$ cat src/rtl/ps_inspect_pkg.sv
// Shared constants and width helpers for the PS clock prescaler / monitor pair.
package ps_inspect_pkg;

   localparam int unsigned NUM_PL_CLK       = 4;
   localparam int unsigned DEF_WINDOW       = 1024;
   localparam int unsigned DEF_STUCK_CYCLES = 256;

   // Counter wide enough to hold the full count value itself (e.g. WINDOW edges, or a prescale ratio).
   function automatic int unsigned cnt_width(input int unsigned window);
      return 32'($clog2(window)) + 32'd1;
   endfunction

   function automatic int unsigned per_width(input int unsigned stuck_cycles);
      return 32'($clog2(stuck_cycles)) + 32'd1;
   endfunction

endpackage

$ cat src/rtl/ps_clk_edge_meas.sv
// One divided-clock channel: synchronizer, rise detect, window edge count, period and stuck detection.
// Optional period min/max tracking under PS_CLK_MONITOR_MINMAX_EN.
module ps_clk_edge_meas
   import ps_inspect_pkg::*;
#(
   parameter int unsigned STUCK_CYCLES = DEF_STUCK_CYCLES,
   parameter int unsigned SYNC_STAGES  = 2,
   parameter int unsigned CNT_W        = cnt_width(DEF_WINDOW),
   parameter int unsigned PER_W        = per_width(STUCK_CYCLES)
) (
   input  logic             ila_clk,
   input  logic             pl_resetn,
   input  logic             div_clk,
   input  logic             win_last,
`ifdef PS_CLK_MONITOR_MINMAX_EN
   input  logic             min_max_clr,
   output logic [PER_W-1:0] period_min,
   output logic [PER_W-1:0] period_max,
`endif
   output logic             rise_c,
   output logic [CNT_W-1:0] edge_cnt,
   output logic [PER_W-1:0] period,
   output logic             period_vld,
   output logic             stuck
);

   localparam logic [PER_W-1:0] PER_SAT   = PER_W'(STUCK_CYCLES);
   localparam logic [PER_W-1:0] PER_STUCK = PER_W'(STUCK_CYCLES - 1);

   logic [SYNC_STAGES-1:0] sync_q;
   logic                   hist_q;
   logic                   seen_rise_q;
   logic [PER_W-1:0]       per_cnt_q;
   logic [PER_W-1:0]       per_meas_c;
   logic                   meas_c;

   assign rise_c     = sync_q[SYNC_STAGES-1] & ~hist_q;
   assign meas_c     = rise_c & seen_rise_q;
   assign per_meas_c = (per_cnt_q == PER_SAT) ? PER_SAT : per_cnt_q + PER_W'(1);

   // Input is async data: sample it through the synchronizer chain, then one history flop.
   always_ff @(posedge ila_clk or negedge pl_resetn) begin
      if (!pl_resetn) begin
         sync_q <= '0;
         hist_q <= 1'b0;
      end else begin
         sync_q <= {sync_q[SYNC_STAGES-2:0], div_clk};
         hist_q <= sync_q[SYNC_STAGES-1];
      end
   end

   always_ff @(posedge ila_clk or negedge pl_resetn) begin
      if (!pl_resetn) begin
         per_cnt_q   <= '0;
         seen_rise_q <= 1'b0;
         period      <= '0;
         period_vld  <= 1'b0;
         stuck       <= 1'b0;
         edge_cnt    <= '0;
      end else begin
         if (rise_c)
            per_cnt_q <= '0;
         else if (per_cnt_q != PER_SAT)
            per_cnt_q <= per_cnt_q + PER_W'(1);

         // First rise after reset only arms the period measurement.
         if (rise_c)
            seen_rise_q <= 1'b1;
         if (meas_c) begin
            period     <= per_meas_c;
            period_vld <= 1'b1;
         end

         if (rise_c)
            stuck <= 1'b0;
         else if (per_cnt_q == PER_STUCK)
            stuck <= 1'b1;

         if (win_last)
            edge_cnt <= '0;
         else if (rise_c && (edge_cnt != '1))
            edge_cnt <= edge_cnt + CNT_W'(1);
      end
   end

`ifdef PS_CLK_MONITOR_MINMAX_EN
   logic mm_first_q;

   // A measurement coinciding with a clear is loaded as the first sample.
   always_ff @(posedge ila_clk or negedge pl_resetn) begin
      if (!pl_resetn) begin
         period_min <= '0;
         period_max <= '0;
         mm_first_q <= 1'b1;
      end else if (meas_c && (min_max_clr || mm_first_q)) begin
         period_min <= per_meas_c;
         period_max <= per_meas_c;
         mm_first_q <= 1'b0;
      end else if (meas_c) begin
         if (per_meas_c < period_min)
            period_min <= per_meas_c;
         if (per_meas_c > period_max)
            period_max <= per_meas_c;
      end else if (min_max_clr) begin
         period_min <= '1;
         period_max <= '0;
         mm_first_q <= 1'b1;
      end
   end
`endif

endmodule

$ cat src/rtl/ps_clk_monitor.sv
// Measures frequency, period and stuck status of the four divided PL clocks in the ila_clk domain.
// Define PS_CLK_MONITOR_MINMAX_EN to add per-channel period min/max tracking.
module ps_clk_monitor
   import ps_inspect_pkg::*;
#(
   parameter  int unsigned WINDOW       = DEF_WINDOW,
   parameter  int unsigned STUCK_CYCLES = DEF_STUCK_CYCLES,
   parameter  int unsigned SYNC_STAGES  = 2,
   localparam int unsigned CNT_W        = cnt_width(WINDOW),
   localparam int unsigned PER_W        = per_width(STUCK_CYCLES)
) (
   input  logic                        ila_clk,
   input  logic                        pl_resetn,
   input  logic                        div_pl_clk_0,
   input  logic                        div_pl_clk_1,
   input  logic                        div_pl_clk_2,
   input  logic                        div_pl_clk_3,
`ifdef PS_CLK_MONITOR_MINMAX_EN
   input  logic                        min_max_clr,
   output logic [NUM_PL_CLK*PER_W-1:0] period_min,
   output logic [NUM_PL_CLK*PER_W-1:0] period_max,
`endif
   output logic                        meas_valid,
   output logic [NUM_PL_CLK*CNT_W-1:0] freq_cnt,
   output logic [NUM_PL_CLK*PER_W-1:0] period,
   output logic [NUM_PL_CLK-1:0]       period_vld,
   output logic [NUM_PL_CLK-1:0]       stuck
);

   localparam int unsigned WIN_W = CNT_W - 1;

   logic [NUM_PL_CLK-1:0] div_clk_c;
   logic [NUM_PL_CLK-1:0] ch_rise_c;
   logic [CNT_W-1:0]      ch_edge_cnt [NUM_PL_CLK];
   logic [WIN_W-1:0]      win_cnt_q;
   logic                  win_last_c;

   assign div_clk_c  = {div_pl_clk_3, div_pl_clk_2, div_pl_clk_1, div_pl_clk_0};
   assign win_last_c = (win_cnt_q == WIN_W'(WINDOW - 1));

   for (genvar i = 0; i < NUM_PL_CLK; i++) begin : g_ch
      ps_clk_edge_meas #(
         .STUCK_CYCLES (STUCK_CYCLES),
         .SYNC_STAGES  (SYNC_STAGES),
         .CNT_W        (CNT_W),
         .PER_W        (PER_W)
      ) u_meas (
         .ila_clk     (ila_clk),
         .pl_resetn   (pl_resetn),
         .div_clk     (div_clk_c[i]),
         .win_last    (win_last_c),
`ifdef PS_CLK_MONITOR_MINMAX_EN
         .min_max_clr (min_max_clr),
         .period_min  (period_min[i*PER_W +: PER_W]),
         .period_max  (period_max[i*PER_W +: PER_W]),
`endif
         .rise_c      (ch_rise_c[i]),
         .edge_cnt    (ch_edge_cnt[i]),
         .period      (period[i*PER_W +: PER_W]),
         .period_vld  (period_vld[i]),
         .stuck       (stuck[i])
      );
   end

   // Window timebase; a rise on the closing cycle is folded into that window's result.
   always_ff @(posedge ila_clk or negedge pl_resetn) begin
      if (!pl_resetn) begin
         win_cnt_q  <= '0;
         meas_valid <= 1'b0;
         freq_cnt   <= '0;
      end else begin
         win_cnt_q  <= win_cnt_q + WIN_W'(1);
         meas_valid <= win_last_c;
         if (win_last_c) begin
            for (int i = 0; i < NUM_PL_CLK; i++)
               freq_cnt[i*CNT_W +: CNT_W] <= ch_edge_cnt[i] + CNT_W'(ch_rise_c[i]);
         end
      end
   end

endmodule

$ cat config.mk
export PLATFORM = sky130hd
export DESIGN_NAME = ps_clk_monitor
export DESIGN_NICKNAME = d
export VERILOG_FILES = /design/src/rtl/ps_inspect_pkg.sv /design/src/rtl/ps_clk_edge_meas.sv /design/src/rtl/ps_clk_monitor.sv
export SDC_FILE = /design/constraint.sdc
export NUM_CORES = 1
export LEC_CHECK = 0
export ABC_CLOCK_PERIOD_IN_PS = 2900
export BUFFER_PORTS_ARGS = -buffer_cell sky130_fd_sc_hd__buf_4
export CAP_MARGIN = 20
export CORE_UTILIZATION = 24
export CTS_CLUSTER_SIZE = 16
export DETAILED_ROUTE_END_ITERATION = 8
export PLACE_DENSITY = 0.46
export SYNTH_ARGS = -nofsm -noshare
export SYNTH_HDL_FRONTEND = slang
export SYNTH_SLANG_ARGS = --single-unit
$ cat constraint.sdc
create_clock -name ila_clk -period 2.9 [get_ports ila_clk]
set_clock_uncertainty 0.15 [all_clocks]
set_input_delay 0.435 -clock ila_clk [delete_from_list [all_inputs] [get_ports ila_clk]]
set_output_delay 0.435 -clock ila_clk [all_outputs]
set_load 0.1 [all_outputs]
==> flow_metrics.py <==
metrics = {
    "run_status": {
        "status": "finished clean",
    },
    "synthesis": {
        "yosysTopAreaCell": "dfrtp_1",
        "yosys.area.top_type_share": 0.548,
        "syn_inst": 884,
        "synth_cell_types": 53,
        "synth_seq_cells": 195,
        "netlist_area_mm2": 0.00890,
        "synth_nets": 917,
        "synth_warnings": 0,
        "async_reset_ff_frac": 1.00,
        "synth-edff-count": 0,
        "synth_area_leaders": "dfrtp_1 (55%), nand2_1 (5.2%), xor2_1 (4.2%), xnor2_1 (4.0%), ha_1 (3.8%)",
        "syn_avg_cell_area_um2": 10.1,
        "ys.flop_type": "dfrtp_1",
        "seq_area_frac_synth": 0.548,
    },
    "critical_path": {
        "crit_path_end": "g_ch[3].u_meas.edge_cnt[3]$_DFFE_PN0P_",
        "r2r_cells": 4,
        "reg2reg_from": "g_ch[3].u_meas.edge_cnt[5]$_DFFE_PN0P_",
        "slowest_delay_ns": 0.64,
        "worst-path-buf-inv": 0,
        "critical_path_cell_count": 4,
        "crit_family": "simple AND/OR/NAND/NOR gates",
        "crit_path_end_kind": "flop",
        "r2r_slack_ns": 0.86,
        "crit_fanout": 8,
        "path_class": "reg -> reg",
        "cp.arrival_ns": 2.24,
        "crit_slowest_cell": "nor3_1",
        "reg2reg_to": "g_ch[3].u_meas.edge_cnt[3]$_DFFE_PN0P_",
        "crit_chain": "nand4_1 > nor3_1 > nor3_1 > a211oi_1",
        "cp.required_ns": 3.10,
        "crit_start": "g_ch[3].u_meas.edge_cnt[5]$_DFFE_PN0P_",
        "critPathLaunchType": "flop",
        "crit_top_cell": "nor3_1",
    },
    "layout": {
        "syn_to_final_growth_pct": 21.2,
        "n_antenna_cell": 0,
        "drive_gt1_frac": 0.151,
        "nets": 999,
        "layout_commonest_cell": "dfrtp_1",
        "final_cell_mix": "dfrtp_1 (195), nand2_1 (123), buf_4 (99)",
        "fin_util": 0.295,
        "stdcell_area_mm2": 0.0108,
    },
    "sta": {
        "layout_setup_ws_ns": 0.857,
        "slew_viol_final": 0,
        "min_period_ns": 2.04,
        "post-route-period-util": 0.705,
        "slew_headroom": 0.587,
        "max_freq_mhz": 489,
        "worst_pin_slew_ns": 0.615,
        "hold_violations": 0,
        "rsz0062_at_grt": "false",
        "setup_viol": 0,
        "fin_tns_setup_ns": 0,
    },
    "pwr": {
        "p_comb_frac": 0.227,
        "power_mw": 7.91,
        "p_sw_frac": 0.370,
        "seq_power_share": 0.447,
        "ir_worst_vdd_mv": 0.548,
        "clkPwrFrac": 0.326,
        "netSwitchingPower_mw": 2.93,
        "p_int_mw": 4.98,
        "power.leakage_nw": 4.81,
        "powerDensity_mw_per_mm2": 733,
    },
    "clock_tree": {
        "clk_root_buffer_cell": "clkbuf_16",
        "clock_latency_ns": 0.45,
        "cts.sinks": 195,
        "clock_path_buffers": 2,
        "cts_buffers": 17,
        "cts_post_setup_buffers_inserted": 0,
        "tritoncts": "yes",
        "clkTransAtPathRegs_ns": 0.08,
        "post_cts_resized": 0,
        "h-tree-depth": 4,
    },
    "detailed_routing": {
        "dr.pass1.iters": 6,
        "ant_nets": 0,
        "drc": 0,
        "vias_per_cell": 4.44,
        "routed_wl_um": 20500,
        "drtIter0Drc": 308,
        "wl_per_cell_um": 14.1,
        "vias": 6422,
    },
    "global_route": {
        "antenna_found_initial": 0,
        "grt_use_total": 0.116,
        "grt_pass1_wl_um": 35000,
        "grt_pass1_vias": 6475,
        "grt_max_degree": 68,
        "overflow": 0,
    },
    "placed_design": {
        "dpl.hpwl_um": 13800,
        "io_buffers": 94,
        "placed_cell_area_mm2": 0.0101,
        "post-place-ws_ns": 0.857,
        "globalplace.congestion": 0.777,
    },
    "floorplan": {
        "die_area_mm2": 0.0379,
        "core_mm2": 0.0365,
        "initial_utilization": 0.244,
        "core.rowCount": 70,
        "die-height_um": 195,
        "die_w_um": 195,
        "io-pin-count": 95,
    },
    "worst_hold_path": {
        "hp-class": "reg -> reg",
    },
    "flow_run": {
        "cap_viol_max_count": 0,
    },
}
[metal layers]
layer | vias up | global-route usage | routed length [um]
met2 | 112 | 0.181 | 9370
met1 | 3084 | 0.154 | 10200
met5 | - | 0 | 0
li1 | 3207 | - | -
met4 | 0 | 0.0362 | 256
met3 | 19 | 0.0326 | 695
[registers in the layout, indices dropped and copies added, names as in the netlist]
signal / cells
freq_cnt: 44
g_ch.u_meas.edge_cnt: 44
g_ch.u_meas.per_cnt_q: 36
g_ch.u_meas.period: 36
win_cnt_q: 10
g_ch.u_meas.sync_q: 8
g_ch.u_meas.hist_q: 4
g_ch.u_meas.period_vld: 4
g_ch.u_meas.seen_rise_q: 4
g_ch.u_meas.stuck: 4
meas_valid: 1
[worst min path at each step]
stage | from | end | slack [ns] | depth (start not counted)
final | g_ch[1].u_meas.sync_q[0]$_DFF_PN0_ | g_ch[1].u_meas.sync_q[1]$_DFF_PN0_ | 0.20 | 0
after global routing | g_ch[1].u_meas.sync_q[0]$_DFF_PN0_ | g_ch[1].u_meas.sync_q[1]$_DFF_PN0_ | 0.21 | 0
after CTS | g_ch[1].u_meas.sync_q[0]$_DFF_PN0_ | g_ch[1].u_meas.sync_q[1]$_DFF_PN0_ | 0.20 | 0
after detailed placement | g_ch[1].u_meas.sync_q[0]$_DFF_PN0_ | g_ch[1].u_meas.sync_q[1]$_DFF_PN0_ | 0.18 | 0
after global placement | g_ch[2].u_meas.sync_q[0]$_DFF_PN0_ | g_ch[2].u_meas.sync_q[1]$_DFF_PN0_ | 0.18 | 0
after floorplan | pl_resetn | freq_cnt[0]$_DFFE_PN0N_ | -0.01 | 0
[cell type report]
class | count | area, um^2
inverter | 22 | 82.6
multi-input combinational | 621 | 3710
timing repair buffer | 109 | 887
sequential | 195 | 4880
tap | 468 | 586
clock buffer | 17 | 425
fill | 3799 | 25700
clock inverter | 15 | 215
[through the flow]
stage / cells / hold WS, ns
detailed placement: 1410 / 0.185
global route: 1447 / 0.210
floorplan: 884 / -0.0106
CTS: 1447 / 0.203
global placement: 1410 / 0.185
finish: 1447 / 0.201
[Yosys cell counts, types with 15 or more instances]
library cell	n
nor3_1	20
nand2_1	123
ha_1	27
dfrtp_1	195
inv_1	21
clkbuf_1	21
xor2_1	43
nand3_1	45
nor2_1	86
a21oi_1	33
o21ai_0	65
and3_1	15
xnor2_1	41
nand4_1	18
[what timing repair did]
action / CTS / global route
endpoints found under the hold margin: 68 / 0
hold buffers: 5 / 0
setup endpoints to repair: 0 / 0
[power by group through the flow]
| stage | combinational [mW] | sequential (mW) | clock, mW |
|---|---|---|---|
| final | 1.80 | 3.53 | 2.58 |
| after global routing | 1.97 | 3.61 | 2.81 |
| after floorplan | 0.887 | 4.03 | 0 |
| after detailed placement | 1.81 | 3.58 | 0 |
| after CTS | 1.83 | 3.53 | 2.72 |
| after global placement | 1.81 | 3.58 | 0 |
[logic make-up (layout without fill, tap and decap cells)]
| logic type | Yosys count | after routing | share of synthesized area |
|---|---|---|---|
| xor+xnor | 84 | 84 | 0.0826 |
| flops | 195 | 195 | 0.548 |
| compound gates | 144 | 144 | 0.0966 |
| buf+inv | 68 | 163 | 0.0360 |
| fa+ha+maj | 27 | 27 | 0.0379 |
| simple gates | 365 | 365 | 0.198 |
| mux | 1 | 1 | 0.00112 |
Power figures use the tool's default switching activity.
